$ cat src/rtl/k_and_s_pkg.sv
// K&S processor shared types: instruction decode, control FSM states, ALU opcodes.
// Latency: n/a (types and constants only).
// Backpressure: n/a.
// Contents: decoded_instruction_type, ctrl_state_t, ALU_* opcodes, is_branch() helper.
package k_and_s_pkg;

   typedef enum logic [3:0] {
      I_NOP,
      I_LOAD,
      I_STORE,
      I_MOVE,
      I_ADD,
      I_SUB,
      I_AND,
      I_OR,
      I_BRANCH,
      I_BZERO,
      I_BNZERO,
      I_BNEG,
      I_BNNEG,
      I_BOV,
      I_BNOV,
      I_HALT
   } decoded_instruction_type;

   typedef enum logic [3:0] {
      S_FETCH,
      S_FETCH_LATCH,
      S_DECODE,
      S_LOAD_ADDR,
      S_LOAD_WB,
      S_STORE,
      S_ALU,
      S_MOVE,
      S_BRANCH,
      S_RETIRE,
      S_HALT
   } ctrl_state_t;

   localparam logic [1:0] ALU_OR  = 2'b00;
   localparam logic [1:0] ALU_ADD = 2'b01;
   localparam logic [1:0] ALU_SUB = 2'b10;
   localparam logic [1:0] ALU_AND = 2'b11;

   function automatic logic is_branch(input decoded_instruction_type ins);
      return (ins >= I_BRANCH) && (ins <= I_BNOV);
   endfunction

endpackage

$ cat src/rtl/branch_eval.sv
// Branch condition table: decides whether the current branch instruction is taken.
// Latency: purely combinational, zero cycles.
// Backpressure: none; output follows inputs.
// Ports: decoded_instruction + four registered flags in, taken out (0 for non-branches).
module branch_eval
   import k_and_s_pkg::*;
(
   input  decoded_instruction_type decoded_instruction,
   input  logic                    zero_op,
   input  logic                    neg_op,
   input  logic                    unsigned_overflow,
   input  logic                    signed_overflow,
   output logic                    taken
);

   logic any_ovf;

   // Either overflow kind counts as "overflow" for BOV/BNOV.
   assign any_ovf = unsigned_overflow | signed_overflow;

   always_comb begin
      taken = 1'b0;
      case (decoded_instruction)
         I_BRANCH: taken = 1'b1;
         I_BZERO:  taken = zero_op;
         I_BNZERO: taken = ~zero_op;
         I_BNEG:   taken = neg_op;
         I_BNNEG:  taken = ~neg_op;
         I_BOV:    taken = any_ovf;
         I_BNOV:   taken = ~any_ovf;
         default:  taken = 1'b0;
      endcase
   end

endmodule

$ cat src/rtl/control_unit.sv
// Multi-cycle fetch/decode/execute sequencer driving the K&S data_path and RAM write strobe.
// Latency: NOP 4 cycles; ALU/MOVE/STORE/branch 5; LOAD 6; HALT sticky until rst.
// Backpressure: none; one instruction at a time, fixed schedule per opcode.
// Ports: clk, rst (sync, active high); decoded_instruction + flags in; data_path strobes,
//        ram_write_enable, halt and retired_count (wraps modulo 2^RETIRE_CNT_W) out.
module control_unit
   import k_and_s_pkg::*;
#(
   parameter int RETIRE_CNT_W = 16
)
(
   input  logic                    clk,
   input  logic                    rst,
   input  decoded_instruction_type decoded_instruction,
   input  logic                    zero_op,
   input  logic                    neg_op,
   input  logic                    unsigned_overflow,
   input  logic                    signed_overflow,
   output logic                    branch,
   output logic                    pc_enable,
   output logic                    ir_enable,
   output logic                    addr_sel,
   output logic                    c_sel,
   output logic [1:0]              operation,
   output logic                    write_reg_enable,
   output logic                    flags_reg_enable,
   output logic                    ram_write_enable,
   output logic                    halt,
   output logic [RETIRE_CNT_W-1:0] retired_count
);

   ctrl_state_t state;
   ctrl_state_t next_state;
   logic        taken;

   branch_eval u_branch_eval (
      .decoded_instruction (decoded_instruction),
      .zero_op             (zero_op),
      .neg_op              (neg_op),
      .unsigned_overflow   (unsigned_overflow),
      .signed_overflow     (signed_overflow),
      .taken               (taken)
   );

   always_ff @(posedge clk) begin
      if (rst) begin
         state         <= S_FETCH;
         retired_count <= '0;
      end else begin
         state <= next_state;
         if (state == S_RETIRE) begin
            retired_count <= retired_count + RETIRE_CNT_W'(1);
         end
      end
   end

   always_comb begin
      next_state       = state;
      branch           = 1'b0;
      pc_enable        = 1'b0;
      ir_enable        = 1'b0;
      addr_sel         = 1'b0;
      c_sel            = 1'b0;
      operation        = ALU_OR;
      write_reg_enable = 1'b0;
      flags_reg_enable = 1'b0;
      ram_write_enable = 1'b0;
      halt             = 1'b0;

      // Strobes are suppressed while rst is high so an interrupted STORE
      // cannot write RAM in the reset cycle.
      if (!rst) begin
         case (state)
            S_FETCH: begin
               next_state = S_FETCH_LATCH;
            end
            S_FETCH_LATCH: begin
               ir_enable  = 1'b1;
               pc_enable  = 1'b1;
               next_state = S_DECODE;
            end
            S_DECODE: begin
               case (decoded_instruction)
                  I_LOAD:                    next_state = S_LOAD_ADDR;
                  I_STORE:                   next_state = S_STORE;
                  I_ADD, I_SUB, I_AND, I_OR: next_state = S_ALU;
                  I_MOVE:                    next_state = S_MOVE;
                  I_HALT:                    next_state = S_HALT;
                  I_NOP:                     next_state = S_RETIRE;
                  default: begin
                     next_state = is_branch(decoded_instruction) ? S_BRANCH : S_RETIRE;
                  end
               endcase
            end
            S_LOAD_ADDR: begin
               addr_sel   = 1'b1;
               next_state = S_LOAD_WB;
            end
            S_LOAD_WB: begin
               // RAM data for the operand address arrives this cycle.
               addr_sel         = 1'b1;
               write_reg_enable = 1'b1;
               next_state       = S_RETIRE;
            end
            S_STORE: begin
               addr_sel         = 1'b1;
               ram_write_enable = 1'b1;
               next_state       = S_RETIRE;
            end
            S_ALU: begin
               c_sel            = 1'b1;
               write_reg_enable = 1'b1;
               flags_reg_enable = 1'b1;
               case (decoded_instruction)
                  I_ADD:   operation = ALU_ADD;
                  I_SUB:   operation = ALU_SUB;
                  I_AND:   operation = ALU_AND;
                  default: operation = ALU_OR;
               endcase
               next_state = S_RETIRE;
            end
            S_MOVE: begin
               // OR passes the source through; flags stay untouched.
               c_sel            = 1'b1;
               write_reg_enable = 1'b1;
               next_state       = S_RETIRE;
            end
            S_BRANCH: begin
               // Not-taken needs no PC update: it was already incremented in fetch.
               pc_enable  = taken;
               branch     = taken;
               next_state = S_RETIRE;
            end
            S_RETIRE: begin
               next_state = S_FETCH;
            end
            S_HALT: begin
               halt       = 1'b1;
               next_state = S_HALT;
            end
            default: begin
               next_state = S_FETCH;
            end
         endcase
      end
   end

endmodule
$ cat config.mk
export PLATFORM = sky130hd
export DESIGN_NAME = control_unit
export DESIGN_NICKNAME = d
export VERILOG_FILES = /design/src/rtl/k_and_s_pkg.sv /design/src/rtl/branch_eval.sv /design/src/rtl/control_unit.sv
export SDC_FILE = /design/constraint.sdc
export NUM_CORES = 1
export LEC_CHECK = 0
export BUFFER_PORTS_ARGS = -buffer_cell sky130_fd_sc_hd__buf_4
export CAP_MARGIN = 30
export CORE_MARGIN = 1
export CORE_UTILIZATION = 30
export CTS_CLUSTER_DIAMETER = 60
export CTS_CLUSTER_SIZE = 14
export DETAILED_ROUTE_END_ITERATION = 16
export HOLD_SLACK_MARGIN = 0.08
export SLEW_MARGIN = 20
export SYNTH_ARGS = -nofsm -noshare
export SYNTH_HDL_FRONTEND = slang
export SYNTH_SLANG_ARGS = --single-unit
$ cat constraint.sdc
create_clock -name clk -period 2.4 [get_ports clk]
set_input_delay 0 -clock clk [delete_from_list [all_inputs] [get_ports clk]]
set_output_delay 0 -clock clk [all_outputs]
set_load 0.02 [all_outputs]
==> results of run 1 <==
[final cells by class]
type	count	area share, %
clock buffers	4	3.77
repair buffers	37	19.0
flip-flops and latches	20	27.4
inverters	3	0.772
multi-input cells	110	45.0
well taps	46	3.95
[placed cells by master, fill, tap and decap left out, types with 2 or more instances in the layout]
cell type and n:
buf_4 37, nor2_1 24, dfxtp_1 20, nand2_1 11, a21oi_1 8, xnor2_1 7, nor3_1 7, nand4_1 6
o21ai_0 6, or3_1 5, clkbuf_8 4, nor2b_1 3, inv_1 3, nand3_1 3, xor2_1 3, nor3b_1 2
o31ai_1 2, or4_1 2, nor4_1 2
[kinds of logic after synthesis]
| group | share of synthesized area, % |
|---|---|
| xor gates and xnor gates | 7.87 |
| muxes | 0.900 |
| DFF | 36.0 |
| AOI/OAI and AO/OA | 14.6 |
| adders and majority gates | 1.12 |
| and+or+nand+nor | 34.5 |
| buffers and inverters | 4.95 |
[per-stage QoR]
stage / power, mW / worst slack, ns
after floorplan: 0.433 / 0.534
after CTS: 0.717 / 0.523
after global routing: 0.748 / 0.419
after detailed placement: 0.465 / 0.544
final: 0.711 / 0.538
after global placement: 0.463 / 0.605
[final timing paths]
path                            end  slack (ns)  cells after the start
setup reg to reg  retired_count[15]        0.54                      4
hold reg to reg   retired_count[15]        0.50                      2
hold / removal     retired_count[2]        0.09                      2
setup / recovery  retired_count[15]        0.54                      4
[Yosys cell counts]
cell type  number
or4_1           2
nand2_1        11
nor3_1          7
or3b_2          1
xor2_1          3
ha_1            1
mux2i_1         1
or3_1           5
buf_6           1
o32a_1          1
dfxtp_1        20
nor3b_1         2
nand3_1         3
buf_2           2
nor2b_1         3
or4_4           1
nor4b_1         1
a21oi_1         8
nor4_1          2
nor2_1         24
nand3b_1        1
and4bb_1        1
inv_1           3
nand2b_1        1
o21a_1          1
and2_1          1
a2111oi_0       1
a311o_1         1
a22oi_1         1
o31ai_1         2
o21bai_1        1
o211a_1         1
xnor2_1         7
nand4_1         6
a21boi_0        1
o21ai_0         6
nand4bb_1       1
clkbuf_1        6
o41ai_1         1
[state kept, by name, indices dropped and copies added, names as in the netlist]
signal,flops
retired_count,16
state,4
[power breakdown]
part           switching [mW]  internal, mW
clock                   0.107         0.146
sequential             0.0192         0.340
combinational          0.0512        0.0481
[layer usage]
metal	up-vias	wire, µm
met5	-	0
met4	0	14
met1	521	1250
met3	2	58
met2	15	1310
li1	565	-
==> impl_metrics.tcl, run 1 <==
set metrics [dict create \
    status "complete, no violations" \
    core-area_um2 3440 \
    htree_levels 1 \
    yosys_warnings 0 \
    dp_hpwl_um 1990 \
    busiest_layer "met2" \
    rows 21 \
    slowest_delay_ns 0.60 \
    critPathBufInv 0 \
    slew_violations 0 \
    fin_util_pct 42.4 \
    register_area_um2 400 \
    drt_wl_total_um 2630 \
    ys_top_cells_by_area "dfxtp_1 36%, nor2_1 8.1%, xnor2_1 5.5%, nand2_1 3.7%, a21oi_1 3.6%" \
    cts_hold_buf 0 \
    start_util_pct 32.3 \
    crit_chain "nand4bb_1, or4_4, or3_1, a21oi_1" \
    layout-drive-gt1-share_pct 24.7 \
    die_w_um 62.9 \
    clkTransAtPathRegs_ns 0.07 \
    numCtsBuffers 3 \
    place_area_um2 1400 \
    post_cts_buffers 0 \
    min_period_ns 1.86 \
    min_path_type "primary input to register" \
    postCtsResizedCells 0 \
    cts.sinks 20 \
    clockRootBuffer "clkbuf_8" \
    required_ns 2.58 \
    hold_viol 0 \
    wl_per_cell_um 12.0 \
    max-cap-violations 0 \
    grt_first_pass_wirelength_um 4620 \
    multi_input_area_um2 657 \
    clock_latency_ns 0.25 \
    grt_pass1_vias 1075 \
    worstPathArrival_ns 2.05 \
    place_congestion 0.807 \
    grt_antenna_before_repair 0 \
    worstMarginPinSlew_ns 0.376 \
    grt.met1_usage_pct 16.9 \
    setup_violations 0 \
    antenna_left 0 \
    drcViolationCount 0 \
    die_y_um 62.9 \
    vias_per_cell 5.01 \
    fin_setup_tns_ns 0 \
    drtIter0Drc 49 \
    grt.met2_usage_pct 25.7 \
    final_cells 220 \
    min_from "rst" \
    startpoint_type "register" \
    syn-num-nets 153 \
    drt-pass1-iter-count 4 \
    slew_headroom_pct 74.3 \
    port-buffer-count 36 \
    grt_util_met3_pct 1.82 \
    rsz0062_at_grt "no" \
    grt-ovfl-total 0 \
    diodes 0 \
    syn_area_um2 1110 \
    dieArea_um2 3960 \
    crit_type "register to register" \
    cp-end-kind "register" \
    yosys_register_bits 20 \
    num_io_pins 37 \
    ir_drop_v 0.000191 \
    final_area_um2 1460 \
    syn_inst 142 \
    leakage_nw 0.552 \
    cts_max_path_buffers 2 \
    grt.total_usage_pct 14.1 \
    path_delay_family "simple AND/OR/NAND/NOR gates" \
    area_growth_pct 31.2 \
    n_fill_cell 359 \
    synth_top_area_cell "dfxtp_1" \
    cp_max_fo 11 \
    tritoncts "built" \
    crit_slowest_cell "or4_4" \
    fmaxAchievable_mhz 537 \
    final_nets 186 \
    vias 1103 \
    yosysUniqueCellTypes 39 \
    grt_max_degree 24 \
    holdWs_ns 0.0921 \
    avgSynthCellArea_um2 7.83 \
    synth_top_area_share_pct 36.0 \
    p_per_area_nw_per_um2 487 \
    fin_crit_sh_pct 77.6 \
    r2r-start "state[0]" \
    critPathLaunch "state[0]" \
    finClkSkew_ns 0.00227 \
    ys_seq_area_share_pct 36.0 \
    numPlacedInstances 216 \
]
Note: power is estimated with default switching activity, not from simulation.
==> run 2, diff against run 1 <==
ABC_AREA = 1   (was not set)
clock period = 1.5 ns   (was 2.4 ns; I/O delays follow)
==> impl_metrics.tcl, run 2 <==
set metrics [dict create \
    dieArea_um2 4220 \
    ys_top_cells_by_area "dfxtp_1 34%, nand2_1 12%, nor2_1 11%, inv_1 7.6%, a21oi_1 5.5%" \
    cts_max_path_buffers 2 \
    min_from "decoded_instruction[0]" \
    crit_type "register to primary output" \
    holdWs_ns 0.103 \
    cts.sinks 20 \
    slew_headroom_pct 80.3 \
    min_period_ns 1.44 \
    setup_violations 0 \
    critPathLaunch "state[3]" \
    clkTransAtPathRegs_ns 0.08 \
    routed.top_layer "met4" \
    grt_pass1_vias 1172 \
    fin_setup_tns_ns 0 \
    fin_crit_sh_pct 95.7 \
    largest_reg_flops 16 \
    num_io_pins 37 \
    grt_first_pass_wirelength_um 4850 \
    cp-end-kind "primary output" \
    vias_per_cell 4.58 \
    wirelength_met1_um 1390 \
    synth_top_area_cell "dfxtp_1" \
    syn-num-nets 193 \
    fin_util_pct 44.6 \
    die_w_um 65.0 \
    port-buffer-count 36 \
    wl_met2_um 1340 \
    yosysMostFrequentCell "nand2_1" \
    n_fill_cell 405 \
    wl_met3_um 118 \
    area_growth_pct 40.3 \
    syn_area_um2 1190 \
    async_flop_share_pct 0 \
    final_nets 240 \
    p_per_area_nw_per_um2 714 \
    r2r_cells 7 \
    status "complete, no violations" \
    worstMarginPinSlew_ns 0.294 \
    synth-edff-count 0 \
    max-cap-violations 0 \
    cp_max_fo 5 \
    place_congestion 0.779 \
    tritoncts "built" \
    drt-pass1-iter-count 4 \
    ys_seq_area_share_pct 33.6 \
    reg.largest.list "retired_count x16, state x4" \
    required_ns 1.50 \
    rsz0062_at_grt "yes" \
    start_util_pct 31.8 \
    cp_common_cell "inv_2" \
    yosys_register_bits 20 \
    synth_top_area_share_pct 33.6 \
    rows 22 \
    crit_slowest_cell "dfxtp_2" \
    yosysUniqueCellTypes 23 \
    hold_viol 0 \
    crit_cells 8 \
    die_y_um 65.0 \
    yosys_warnings 0 \
    synth_ff_type "dfxtp_1" \
    clockRootBuffer "clkbuf_8" \
    finalPower_mw 1.19 \
    htree_levels 1 \
    final_cell_mix "40 x buf_4, 36 x nand2_1, 32 x nor2_1" \
    syn_inst 182 \
    dp_hpwl_um 2230 \
    min_path_type "primary input to register" \
    critPathBufInv 3 \
    core-area_um2 3740 \
    drt_wl_total_um 2880 \
    drcViolationCount 0 \
    r2r-start "retired_count[3]" \
    ir_drop_v 0.000370 \
    holdPathStages 3 \
    worstPathArrival_ns 1.44 \
    clock_latency_ns 0.26 \
    vias 1260 \
    grt_max_degree 14 \
    path_delay_family "simple AND/OR/NAND/NOR gates" \
    slew_violations 0 \
    grt.total_usage_pct 14.6 \
    numCtsBuffers 3 \
    ys_top_cells_by_count "38 x nand2_1, 34 x nor2_1, 24 x inv_1" \
    drtIter0Drc 68 \
    crit_chain "inv_2, nand2_2, inv_2, nand2_4, nor3_4, nand3_2, nor2_1, buf_4" \
    slowest_delay_ns 0.33 \
    finClkSkew_ns 0.00417 \
    antenna_left 0 \
    avgSynthCellArea_um2 6.54 \
    multi_input_area_um2 723 \
    final_common_cell "buf_4" \
    largest-register "retired_count" \
    grt_antenna_before_repair 0 \
    grt-ovfl-total 0 \
    wl_per_cell_um 10.5 \
    register_area_um2 405 \
    layout-drive-gt1-share_pct 31.7 \
    startpoint_type "register" \
    leakage_nw 0.712 \
    fmaxAchievable_mhz 696 \
    diodes 0 \
]
==> run 2: cell count changes in the layout (fill, tap and decap cells not counted), moves of 7 or more <==
cell     before  now
xnor2_1       7    0
o21ai_0       6   13
nor2_1       24   32
nand2_1      11   36
inv_1         3   21
==> run 2: path summary, 6_finish.rpt <==
kind / to / slack [ns]
setup / recovery: operation[1] / 0.06
hold / removal: state[1] / 0.10
setup reg to reg: retired_count[15] / 0.18
hold reg to reg: retired_count[3] / 0.51
==> run 2: stage by stage <==
stage	cells	instance area [µm²]	setup WS (ns)
after detailed placement	267	1540	0.141
after global placement	267	1540	0.140
final	275	1670	0.0642
after CTS	273	1610	0.0125
after global routing	275	1670	-0.0247
after floorplan	182	1190	0.103
==> run 2: cells by family (layout without fill, tap and decap cells) <==
family,count (synthesis),in the layout,synth area share [%]
DFF,20,20,33.6
buffers and inverters,28,73,8.83
AOI/OAI and AO/OA,32,32,14.7
adders and majority gates,1,1,1.05
and+or+nand+nor,101,101,41.7
==> run 2: worst reg2reg max path, delay by kind of cell (launching register included) <==
kind,cells,cell delay [ns]
flops,1,0.39
simple gates,7,0.82
==> run 2: power breakdown <==
group / total [mW] / leakage (nW) / switching [mW] / internal, mW
sequential: 0.580 / 0.163 / 0.0270 / 0.553
clock: 0.357 / 0.0216 / 0.178 / 0.179
combinational: 0.255 / 0.528 / 0.155 / 0.100
==> run 2: timing repair <==
| action | in CTS | in global routing |
|---|---|---|
| setup buffers | 0 | 2 |
| hold buffers | 3 | 0 |
| pin swaps | 0 | 3 |
| endpoints found under the hold margin | 7 | 0 |
| resized for setup | 1 | 16 |
| endpoints found under the setup margin | 1 | 6 |
==> run 2: layout make-up <==
type,instances,area share (%)
clock buffers,3,2.47
inverters,26,5.85
multi-input cells,134,43.3
flip-flops and latches,20,24.3
well taps,48,3.60
repair buffers,44,20.5
==> run 2: layer usage <==
metal / vias to the layer above / GRT usage (%)
met5: - / 0
met2: 25 / 25.8
met4: 0 / 5.00
met1: 550 / 17.6
met3: 4 / 2.46
li1: 681 / -
==> run 3, diff against run 2 <==
RECOVER_POWER = 50   (was not set)
==> impl_metrics.tcl, run 3 (same netlist as run 2, synthesis figures left out) <==
set metrics [dict create \
    dp_hpwl_um 2230 \
    leakage_nw 0.644 \
    cp_max_fo 5 \
    antenna_left 0 \
    wl_per_cell_um 10.4 \
    drcViolationCount 0 \
    rsz0062_at_grt "yes" \
    vias 1266 \
    largest_reg_flops 16 \
    final_cell_mix "36 x nand2_1, 32 x nor2_1, 24 x buf_4" \
    slew_headroom_pct 80.5 \
    fin_crit_sh_pct 95.6 \
    fmaxAchievable_mhz 697 \
    worstPathArrival_ns 1.43 \
    p_per_area_nw_per_um2 738 \
    core-area_um2 3740 \
    ir_drop_v 0.000373 \
    drtIter0Drc 63 \
    clockRootBuffer "clkbuf_8" \
    place_congestion 0.779 \
    grt_pass1_vias 1172 \
    cts_max_path_buffers 2 \
    dieArea_um2 4220 \
    grt.met1_usage_pct 17.6 \
    grt_util_met3_pct 2.46 \
    reg.largest.list "retired_count x16, state x4" \
    status "complete, no violations" \
    worstMarginPinSlew_ns 0.291 \
    clock_latency_ns 0.26 \
    clkTransAtPathRegs_ns 0.08 \
    grt_first_pass_wirelength_um 4850 \
    hold_viol 0 \
    finClkSkew_ns 0.00467 \
    required_ns 1.50 \
    vias_per_cell 4.60 \
    cp-end-kind "primary output" \
    startpoint_type "register" \
    grt.met2_usage_pct 25.8 \
    crit_type "register to primary output" \
    max-cap-violations 0 \
    largest-register "retired_count" \
    tritoncts "built" \
    min_period_ns 1.43 \
    grt_antenna_before_repair 0 \
    place_area_um2 1540 \
    grt-ovfl-total 0 \
    drt_wl_total_um 2860 \
    grt_max_degree 14 \
    rows 22 \
    area_growth_pct 35.2 \
    busiest_layer "met2" \
    final_area_um2 1610 \
    die_w_um 65.0 \
    setup_violations 0 \
    diodes 0 \
    start_util_pct 31.8 \
    numCtsBuffers 3 \
    min_path_type "primary input to register" \
    final_common_cell "nand2_1" \
    layout-drive-gt1-share_pct 24.7 \
    slew_violations 0 \
    grt.total_usage_pct 14.6 \
    final_nets 240 \
    drt-pass1-iter-count 4 \
    cts.sinks 20 \
    die_y_um 65.0 \
    port-buffer-count 36 \
    num_io_pins 37 \
    htree_levels 1 \
    fin_util_pct 43.0 \
]
-- run 3: path summary, 6_finish.rpt --
path                     startpoint                 to  slack [ns]  cells after the start
max reg2reg        retired_count[3]  retired_count[15]        0.19                      7
max                        state[3]       operation[1]        0.07                      8
min reg2reg        retired_count[3]   retired_count[3]        0.50                      1
min          decoded_instruction[0]           state[1]        0.10                      3
-- run 3: layout make-up --
type | instances | area, µm²
Clock buffer | 3 | 41.3
Multi-Input combinational cell | 134 | 723
Timing Repair Buffer | 44 | 282
Sequential cell | 20 | 405
Tap cell | 48 | 60.1
Inverter | 26 | 97.6
Fill cell | 424 | 2130
-- run 3: stage by stage --
stage	total power [mW]	std cells	hold WS (ns)	setup TNS [ns]	worst slack [ns]
finish	1.19	275	0.103	0	0.0663
global route	1.26	275	0.138	-0.0426	-0.0247
CTS	1.18	273	0.108	0	0.0125
detailed placement	0.814	267	0.280	0	0.141
global placement	0.815	267	0.284	0	0.140
floorplan	0.732	182	0.0798	0	0.103
-- run 3: where the power goes --
part           leakage [nW]  total, mW  switching [mW]  internal, mW
clock                0.0216      0.355           0.177         0.179
combinational         0.459      0.253           0.155        0.0983
sequential            0.163      0.579          0.0269         0.552
total                 0.644       1.19           0.358         0.830
-- run 3: per-layer routing --
metal / vias up / share of wire, %
li1: 683 / -
met1: 557 / 47
met2: 24 / 48
met3: 2 / 4.3
met4: 0 / 0.73
met5: - / 0
-- run 3: what timing repair did --
action	CTS	global route
endpoints found under the hold margin	7	0
setup endpoints to repair	1	6
pin swaps	0	3
hold buffers	3	0
gates resized for setup	1	16
setup buffers	0	2
-- run 3: worst max-delay path, cell delays in order (launching register included) --
cell and delay (ns):
dfxtp_2 0.33, inv_2 0.08, nand2_2 0.06, inv_2 0.07, nand2_4 0.07, nor3_4 0.21, nand3_2 0.10, nor2_1 0.11
buf_4 0.15
